## config.mk

```make
export PLATFORM = sky130hd
export DESIGN_NAME = multicycle_fsm
export DESIGN_NICKNAME = d
export VERILOG_FILES = /design/src/rtl/multicycle_pkg.sv /design/src/rtl/multicycle_fsm_cond_unit.sv /design/src/rtl/multicycle_fsm.sv
export SDC_FILE = /design/constraint.sdc
export NUM_CORES = 1
export LEC_CHECK = 0
export ABC_CLOCK_PERIOD_IN_PS = 2900
export CAP_MARGIN = 30
export CORE_MARGIN = 1
export CORE_UTILIZATION = 42
export CTS_CLUSTER_SIZE = 25
export DETAILED_ROUTE_END_ITERATION = 12
export MAX_ROUTING_LAYER = met4
export PLACE_DENSITY = 0.9
export RECOVER_POWER = 50
export SLEW_MARGIN = 20
export SYNTH_ARGS = -nofsm -noshare
export SYNTH_HDL_FRONTEND = slang
export SYNTH_HIERARCHICAL = 1
export SYNTH_SLANG_ARGS = --single-unit
```

## constraint.sdc

```tcl
create_clock -name clk -period 2.9 [get_ports clk]
set_input_delay 0.435 -clock clk [delete_from_list [all_inputs] [get_ports clk]]
set_output_delay 0.435 -clock clk [all_outputs]
set_load 0.05 [all_outputs]
```

## src/rtl/multicycle_pkg.sv

```systemverilog
// Shared types and constants for the multicycle ARM control path.
// Optional macro MULTICYCLE_FSM_STALL_EN is consumed by multicycle_fsm.
package multicycle_pkg;

  typedef enum logic [3:0] {
    FETCH  = 4'd0,
    DECODE = 4'd1,
    MEMADR = 4'd2,
    MEMRD  = 4'd3,
    MEMWB  = 4'd4,
    MEMWR  = 4'd5,
    EXECR  = 4'd6,
    EXECI  = 4'd7,
    ALUWB  = 4'd8,
    BRANCH = 4'd9
  } state_t;

  localparam logic [3:0] ALU_ADD = 4'b0100;
  localparam logic [3:0] ALU_SUB = 4'b0010;
  localparam logic [3:0] ALU_AND = 4'b0000;
  localparam logic [3:0] ALU_ORR = 4'b1100;
  localparam logic [3:0] ALU_CMP = 4'b1010;

  localparam logic [1:0] SRCB_RM  = 2'b00;
  localparam logic [1:0] SRCB_IMM = 2'b01;
  localparam logic [1:0] SRCB_4   = 2'b10;

  localparam logic [1:0] RES_ALUOUT = 2'b00;
  localparam logic [1:0] RES_DATA   = 2'b01;
  localparam logic [1:0] RES_ALURES = 2'b10;

  localparam logic [3:0] COND_EQ = 4'b0000;
  localparam logic [3:0] COND_NE = 4'b0001;
  localparam logic [3:0] COND_CS = 4'b0010;
  localparam logic [3:0] COND_CC = 4'b0011;
  localparam logic [3:0] COND_MI = 4'b0100;
  localparam logic [3:0] COND_PL = 4'b0101;
  localparam logic [3:0] COND_VS = 4'b0110;
  localparam logic [3:0] COND_VC = 4'b0111;
  localparam logic [3:0] COND_HI = 4'b1000;
  localparam logic [3:0] COND_LS = 4'b1001;
  localparam logic [3:0] COND_GE = 4'b1010;
  localparam logic [3:0] COND_LT = 4'b1011;
  localparam logic [3:0] COND_GT = 4'b1100;
  localparam logic [3:0] COND_LE = 4'b1101;
  localparam logic [3:0] COND_AL = 4'b1110;
  localparam logic [3:0] COND_NV = 4'b1111;

  typedef struct packed {
    logic       irwrite;
    logic       adrsrc;
    logic       alusrca;
    logic [1:0] alusrcb;
    logic [1:0] resultsrc;
    logic [3:0] alucontrol;
    logic       pcwrite;
    logic       regwrite;
    logic       memwrite;
    logic       illegal;
  } ctrl_t;

  // Only arithmetic commands produce meaningful carry/overflow.
  function automatic logic cv_cmd(input logic [3:0] c);
    return (c == ALU_ADD) || (c == ALU_SUB) ||
           (c == ALU_CMP);
  endfunction

endpackage

```

## src/rtl/multicycle_fsm_cond_unit.sv

```systemverilog
// Combinational ARM condition check against {N,Z,C,V}.
// Codes 1110 and 1111 both evaluate true.
module cond_unit
  import multicycle_pkg::*;
(
  input  logic [3:0] cond,
  input  logic [3:0] flags,
  output logic       cond_ex
);

  logic n, z, c, v;
  assign {n, z, c, v} = flags;

  // Decode the condition field.
  always_comb begin
    cond_ex = 1'b1;
    case (cond)
      COND_EQ: cond_ex = z;
      COND_NE: cond_ex = ~z;
      COND_CS: cond_ex = c;
      COND_CC: cond_ex = ~c;
      COND_MI: cond_ex = n;
      COND_PL: cond_ex = ~n;
      COND_VS: cond_ex = v;
      COND_VC: cond_ex = ~v;
      COND_HI: cond_ex = c & ~z;
      COND_LS: cond_ex = ~c | z;
      COND_GE: cond_ex = (n == v);
      COND_LT: cond_ex = (n != v);
      COND_GT: cond_ex = ~z & (n == v);
      COND_LE: cond_ex = z | (n != v);
      default: cond_ex = 1'b1;
    endcase
  end

endmodule

```

## src/rtl/multicycle_fsm.sv

```systemverilog
// Multicycle ARM main control FSM with flag register.
// Define MULTICYCLE_FSM_STALL_EN to add the mem_ready stall input.
module multicycle_fsm
  import multicycle_pkg::*;
#(
  parameter int RESET_STATE_DBG = 0
) (
  input  logic       clk,
  input  logic       reset,
`ifdef MULTICYCLE_FSM_STALL_EN
  input  logic       mem_ready,
`endif
  input  logic [1:0] Op,
  input  logic [5:0] Funct,
  input  logic [3:0] Rd,
  input  logic [3:0] Cond,
  input  logic [3:0] ALUFlags,
  output logic       IRWrite,
  output logic       AdrSrc,
  output logic       ALUSrcA,
  output logic [1:0] ALUSrcB,
  output logic [1:0] ResultSrc,
  output logic [1:0] ImmSrc,
  output logic [1:0] RegSrc,
  output logic [3:0] ALUControl,
  output logic       PCWrite,
  output logic       RegWrite,
  output logic       MemWrite,
  output logic       illegal,
  output logic [3:0] state_o
);

  state_t     state, nxt;
  logic [3:0] flags;
  logic       cond_ex, cond_ex_q;
  logic       ready;
  logic [3:0] cmd;
  logic       sbit;
  ctrl_t      c;

  assign cmd  = Funct[4:1];
  assign sbit = Funct[0];

`ifdef MULTICYCLE_FSM_STALL_EN
  assign ready = mem_ready;
`else
  assign ready = 1'b1;
`endif

  cond_unit u_cond (
    .cond    (Cond),
    .flags   (flags),
    .cond_ex (cond_ex)
  );

  // State register.
  always_ff @(posedge clk) begin
    if (reset) state <= FETCH;
    else       state <= nxt;
  end

  // Flags and the condition result latched in DECODE.
  always_ff @(posedge clk) begin
    if (reset) begin
      flags     <= 4'b0000;
      cond_ex_q <= 1'b0;
    end else begin
      if (state == DECODE) cond_ex_q <= cond_ex;
      if ((state == EXECR || state == EXECI) &&
          sbit && cond_ex_q) begin
        flags[3:2] <= ALUFlags[3:2];
        if (cv_cmd(cmd)) flags[1:0] <= ALUFlags[1:0];
      end
    end
  end

  // Next-state logic.
  always_comb begin
    nxt = state;
    unique case (state)
      FETCH:  nxt = ready ? DECODE : FETCH;
      DECODE: begin
        unique case (Op)
          2'b00:   nxt = Funct[5] ? EXECI : EXECR;
          2'b01:   nxt = MEMADR;
          2'b10:   nxt = BRANCH;
          default: nxt = FETCH;
        endcase
      end
      MEMADR: nxt = sbit ? MEMRD : MEMWR;
      MEMRD:  nxt = ready ? MEMWB : MEMRD;
      MEMWB:  nxt = FETCH;
      MEMWR:  nxt = ready ? FETCH : MEMWR;
      EXECR,
      EXECI:  nxt = (cmd == ALU_CMP) ? FETCH : ALUWB;
      ALUWB:  nxt = FETCH;
      BRANCH: nxt = FETCH;
      default: nxt = FETCH;
    endcase
  end

  // Per-state control outputs.
  always_comb begin
    c = '0;
    unique case (state)
      FETCH: begin
        c.irwrite    = ready;
        c.alusrca    = 1'b1;
        c.alusrcb    = SRCB_4;
        c.alucontrol = ALU_ADD;
        c.resultsrc  = RES_ALURES;
        c.pcwrite    = ready;
      end
      DECODE: begin
        c.alusrca   = 1'b1;
        c.alusrcb   = SRCB_4;
        c.resultsrc = RES_ALURES;
        c.illegal   = (Op == 2'b11);
      end
      MEMADR: begin
        c.alusrcb    = SRCB_IMM;
        c.alucontrol = ALU_ADD;
      end
      MEMRD: c.adrsrc = 1'b1;
      MEMWB: begin
        c.resultsrc = RES_DATA;
        c.regwrite  = cond_ex_q;
      end
      MEMWR: begin
        c.adrsrc   = 1'b1;
        c.memwrite = cond_ex_q & ready;
      end
      EXECR: begin
        c.alusrcb    = SRCB_RM;
        c.alucontrol = cmd;
      end
      EXECI: begin
        c.alusrcb    = SRCB_IMM;
        c.alucontrol = cmd;
      end
      ALUWB: begin
        c.resultsrc = RES_ALUOUT;
        c.pcwrite   = (Rd == 4'd15) & cond_ex_q;
        c.regwrite  = (Rd != 4'd15) & cond_ex_q;
      end
      BRANCH: begin
        c.alusrcb    = SRCB_IMM;
        c.alucontrol = ALU_ADD;
        c.resultsrc  = RES_ALURES;
        c.pcwrite    = cond_ex_q;
      end
      default: c = '0;
    endcase
  end

  assign IRWrite    = c.irwrite  & ~reset;
  assign PCWrite    = c.pcwrite  & ~reset;
  assign RegWrite   = c.regwrite & ~reset;
  assign MemWrite   = c.memwrite & ~reset;
  assign illegal    = c.illegal  & ~reset;
  assign AdrSrc     = c.adrsrc;
  assign ALUSrcA    = c.alusrca;
  assign ALUSrcB    = c.alusrcb;
  assign ResultSrc  = c.resultsrc;
  assign ALUControl = c.alucontrol;
  assign ImmSrc     = Op;
  assign RegSrc     = {(Op == 2'b01) & ~Funct[0],
                       (Op == 2'b10)};
  assign state_o    = (RESET_STATE_DBG != 0) ?
                      state : 4'd0;

endmodule

```

== After elaboration in Yosys (flattened, before gate mapping) ==
Cells that the tools add are included.

* Add/subtract/negate cells: 0
* Reduce and logical (&&, ||, !) cells: 15
* Divide/modulo/power cells: 0
* $mul: 0
* Magnitude comparators: 0
* Mux-type cells: 16
* Bitwise operators: 18
* Shift operators: 0
* Equality and inequality tests: 32

{| class="wikitable"
|+ Operators with widths
! kind !! number
|-
| $eq A4 B4 Y1 const B || 10
|-
| $eq A4 B3 Y1 const B || 9
|-
| $eq A4 B2 Y1 const B || 5
|-
| $pmux W4 S5 || 1
|-
| $pmux W1 S14 || 1
|-
| $pmux W4 S3 || 1
|-
| $and A1 B1 Y1 || 10
|-
| $reduce_or A3 Y1 || 3
|-
| $eq A4 B1 Y1 const B || 2
|-
| $logic_not A4 Y1 || 2
|-
| $pmux W2 S2 || 2
|-
| $pmux W4 S2 || 1
|-
| $mux W1 || 6
|-
| $not A1 Y1 || 6
|-
| $reduce_or A2 Y1 || 3
|-
| $eq A2 B2 Y1 const B || 2
|-
| $mux W4 || 1
|-
| $ne A4 B4 Y1 const B || 1
|-
| $logic_or A1 B1 Y1 || 3
|-
| $mux W3 || 1
|-
| $pmux W1 S3 || 1
|-
| $eq A2 B1 Y1 const B || 1
|-
| $logic_and A1 B1 Y1 || 2
|-
| $logic_not A2 Y1 || 1
|-
| other kinds (5) || 6
|}

* Memory bits (writable): 0
* Memory bits (read-only): 0
* Memories kept: 0
* Bits of input ports: 22
* Register bits after elaboration: 9
* Output and inout bits: 23
* Latch bits: 0

== Logic depth before layout (Yosys ltp) ==
* Depth in word-level cells: 5
* Mapped depth: 7

== Modules after synthesis ==
Netlist, hierarchy kept.

{| class="wikitable"
|+ By module, submodules not included
! module !! area each (um2) !! cells an instance !! seq. area each (um2) !! instances
|-
| multicycle_fsm || 694.4 || 88 || 180.2 || 1
|-
| cond_unit || 165.2 || 23 || 0.0 || 1
|}

== Least setup slack after synthesis ==
Ideal clock, no wire load.

* Path kind: register to output
* Start: register state[2]
* End: output RegWrite
* Arrival: 2.277 ns
* Path slack: 0.188 ns
* Path buffers: 0
* Stages on the path, launching flop included: 5
* Required time: 2.465 ns
* Cell sequence: dfxtp_1 -> nor2b_4 -> and3_1 -> a31oi_1 -> nor3b_1

* Word-level cells in the longest chain between the ends: 3

{| class="wikitable"
|+ Ends and longest elaborated chain
! what !! RTL line !! RTL
|-
| start, declared || multicycle_fsm.sv:33 || <nowiki>state_t state, nxt;</nowiki>
|-
| start signal, assigned || multicycle_fsm.sv:59 || <nowiki>else state <= nxt;</nowiki>
|-
| $eq A4 B4 Y1 or $eq A4 B3 Y1 (tied branches) || multicycle_fsm.sv:105 || <nowiki>unique case (state)</nowiki>
|-
| $pmux W1 S2 * || multicycle_fsm.sv:105 ||
|-
| $and A1 B1 Y1 * || multicycle_fsm.sv:158 || <nowiki>assign RegWrite = c.regwrite & ~reset;</nowiki>
|-
| end, declared || multicycle_fsm.sv:27 || <nowiki>output logic RegWrite,</nowiki>
|}

Every way passes the cells marked *; elsewhere a longest branch is shown, timed or not.

== Worst setup path in the final report ==
* Start: register state[2]
* End: output ALUSrcB[0]

* Word-level cells in the longest chain between the ends: 3

{| class="wikitable"
|+ Ends and longest elaborated chain
! what !! RTL line !! RTL
|-
| $eq A4 B3 Y1, or another cell as far along || multicycle_fsm.sv:105 ||
|-
| $reduce_or A3 Y1 (no line) or $reduce_or A2 Y1 (tied branches) || n/a ||
|-
| $pmux W2 S2 * || multicycle_fsm.sv:105 ||
|-
| end, declared || multicycle_fsm.sv:21 || <nowiki>output logic [1:0] ALUSrcB,</nowiki>
|}

Marked as above.

==> flow_metrics.env <==
export IMPL_die_w_um=47.24
export IMPL_multiInputGateArea_um2=588.1
export IMPL_synth_cell_type_count=38
export IMPL_syn_inst=111
export IMPL_crit_required_ns=2.47
export IMPL_cts_sinks=9
export IMPL_fmax_mhz=377.7
export IMPL_core_um2=1942
export IMPL_port_buffers=40
export IMPL_start_util_pct=44.27
export IMPL_drc_errors=1
export IMPL_tightest_slew_ns=0.5967
export IMPL_slowest_stage="clkdlybuf4s50_1"
export IMPL_p_int_w=0.0002696
export IMPL_cts_resized=0
export IMPL_holdPathEnd="flags[1]"
export IMPL_worstHoldStart="flags[1]"
export IMPL_switching_share_pct=41.86
export IMPL_vdd_drop_max_v=0.0002571
export IMPL_cp_start_kind="flop"
export IMPL_htreeDepth=1
export IMPL_grt_pass1_vias=777
export IMPL_comb_power_share_pct=49.0
export IMPL_r2r_cells=4
export IMPL_syn_avg_cell_area_um2=7.744
export IMPL_drtIter0Drc=29
export IMPL_violations="design-rule violations"
export IMPL_hold_path_class="flop to flop"
export IMPL_reg2reg_from="state[2]"
export IMPL_power_frac_clock_pct=20.3
export IMPL_die_area_um2=2232
export IMPL_synth_seq_cells=9
export IMPL_setup_worst_path_start="state[2]"
export IMPL_clkSlewWorstSetupHoldPaths_ns=0.06
export IMPL_setup_viol=0
export IMPL_ys_warn_count=6
export IMPL_status="complete, but fails checks"
export IMPL_slew_headroom_pct=60.39
export IMPL_cts_root_buf="clkbuf_4"
export IMPL_dr_pass1_iters=8
export IMPL_path_cells="nor2b_4 -> a22oi_1 -> o21ai_1 -> clkdlybuf4s50_1"
export IMPL_grt_max_degree=15
export IMPL_viasPerCell=5.377
export IMPL_power_per_cell_area_nw_per_um2=376.7
export IMPL_cts_buffer_depth=2
export IMPL_clk_insertion_delay_late_ns=0.25
export IMPL_worst_path_buf_inv=1
export IMPL_wl_um=2266
export IMPL_hpwlAfterDp_um=1740
export IMPL_die_y_um=47.24
export IMPL_area_growth_pct=43.23
export IMPL_seq_area_frac_synth_pct=20.96
export IMPL_worstPathArrival_ns=2.21
export IMPL_finalSetupTns_ns=0
export IMPL_grt_overflow=0
export IMPL_gp_congestion=0.8004
export IMPL_diodes=0
export IMPL_synth_area_um2=859.6
export IMPL_vias=941
export IMPL_ys_top_cells_by_area="dfxtp_1, mux2i_1, buf_4"
export IMPL_endpoint_kind="output pin"
export IMPL_num_fill_cells=170
export IMPL_antenna_found_initial=0
export IMPL_finalCritPeriodShare_pct=91.30
export IMPL_hold_viol=0
export IMPL_nets=171
export IMPL_post_route_min_period_ns=2.648
export IMPL_rsz0062_at_grt="no"
export IMPL_power_w=0.0004637
export IMPL_critPathMaxFanout=13
export IMPL_postLayoutCoreUtil_pct=63.40
export IMPL_cpPeakStageDelay_ns=0.83
export IMPL_clock_skew_final_ns=0.009373
export IMPL_cts_tree="built"
export IMPL_hold_path_depth=2
export IMPL_power_switching_w=0.0001941
export IMPL_drv_cap=0
export IMPL_cp_top_family="buffers and inverters"
export IMPL_synth_top_area_cell="dfxtp_1"
export IMPL_io_pins=45
export IMPL_reg2reg_slack_ns=1.07
export IMPL_fp_row_count=16
export IMPL_synthFlopType="dfxtp_1"
export IMPL_cts_buffers=3
export IMPL_ys_async_sr_fraction_pct=0
export IMPL_leakagePower_nw=0.4681
export IMPL_post_cts_buffers=0
export IMPL_drive_above_1_share_pct=8.108
export IMPL_post_drt_wl_per_cell_um=12.95
export IMPL_synth_edff_count=0
export IMPL_ctsHoldBuffers=0
export IMPL_grt_usage_pct=21.30
export IMPL_crit_type="flop to output pin"
export IMPL_grt_pass1_wl_um=3243
export IMPL_drv_slew=0
export IMPL_ant_nets=0
export IMPL_synth_top_area_share_pct=20.96
export IMPL_rr_endpoint="flags[1]"
export IMPL_seqCellArea_um2=180.2
export IMPL_seqPwrFrac_pct=30.7
==> synth_stat cells, drive strengths merged (2+ instances only) <==
cell    number
nor2        12
buf         11
dfxtp        9
nand2b       8
a21oi        6
mux2i        6
nor3b        6
xnor2        5
a31oi        4
and3         4
inv          4
nand2        4
nor2b        4
a22oi        3
nor3         3
o21ai        3
o22ai        3
nor4         2
==> power groups by stage <==
stage | Combinational (W) | Sequential (W) | Clock [W]
finish | 0.000227 | 0.000142 | 0.0000940
global route | 0.000239 | 0.000144 | 0.000103
CTS | 0.000233 | 0.000142 | 0.0000977
detailed placement | 0.000232 | 0.000145 | 0
global placement | 0.000229 | 0.000145 | 0
floorplan | 0.000164 | 0.000138 | 0
==> per-stage QoR <==
stage	hold slack [ns]	setup slack, ns	instances	cell area (um^2)
floorplan	0.4572	0.1880	114	870.8
global placement	0.4835	0.4029	171	1231
detailed placement	0.5111	0.3986	171	1231
CTS	0.5220	0.2387	175	1257
global route	0.5511	0.1486	175	1231
finish	0.5118	0.2522	175	1231
==> worst register-to-register path, delay by kind of cell (launching register included) <==
family / cells / cell delay, ns
flip-flops: 1 / 0.60
multiplexers: 1 / 0.23
AND/OR/NAND/NOR: 3 / 0.93
==> state kept, by name (all words and copies together), names as in the netlist <==
register and count:
flags 4, state 4, cond_ex_q 1
==> final cells by class <==
cell class | instances | share of cell area, %
inverter | 4 | 1.220
tap | 27 | 2.744
clock buffer | 4 | 2.134
multi-input combinational | 89 | 47.76
timing repair buffer | 42 | 31.50
sequential | 9 | 14.63
==> routing by layer <==
layer  vias to the layer above  part of all wire, %  global-route usage [%]
met2                        45                   49                   36.16
li1                        464                    -                       -
met4                         0                  1.2                   11.43
met1                       428                   43                   23.91
met3                         4                  6.1                   2.692
met5                         -                    0                       -
==> kinds of logic after synthesis <==
| kind of cell | after synthesis | share of synthesized area [%] |
|---|---|---|
| AO/OA/AOI/OAI | 24 | 19.36 |
| buffers and inverters | 16 | 10.63 |
| XOR/XNOR | 5 | 5.094 |
| flip-flops | 9 | 20.96 |
| AND/OR/NAND/NOR | 50 | 36.53 |
| multiplexers | 6 | 6.987 |
| other | 1 | 0.4363 |
==> how the worst max path moves through the flow <==
stage,to,cells past startpoint
final,ALUSrcB[0],4
after global routing,ALUSrcB[0],4
after CTS,ALUSrcB[0],4
after detailed placement,RegSrc[0],3
after global placement,RegSrc[0],3
after floorplan,RegWrite,4
==> cells in the final DEF, fill, tap and decap left out, drive strengths merged, types with 4 or more instances in the layout <==
cell type,n
nor2,12
a21oi,6
conb,4
inv,4
clkdlybuf4s50,31
dfxtp,9
a31oi,4
nor3b,6
nand2,4
nand2b,8
dlygate4sd3,4
clkbuf,8
mux2i,6
and3,4
nor2b,4
xnor2,5
(Power assumes the default switching activity.)
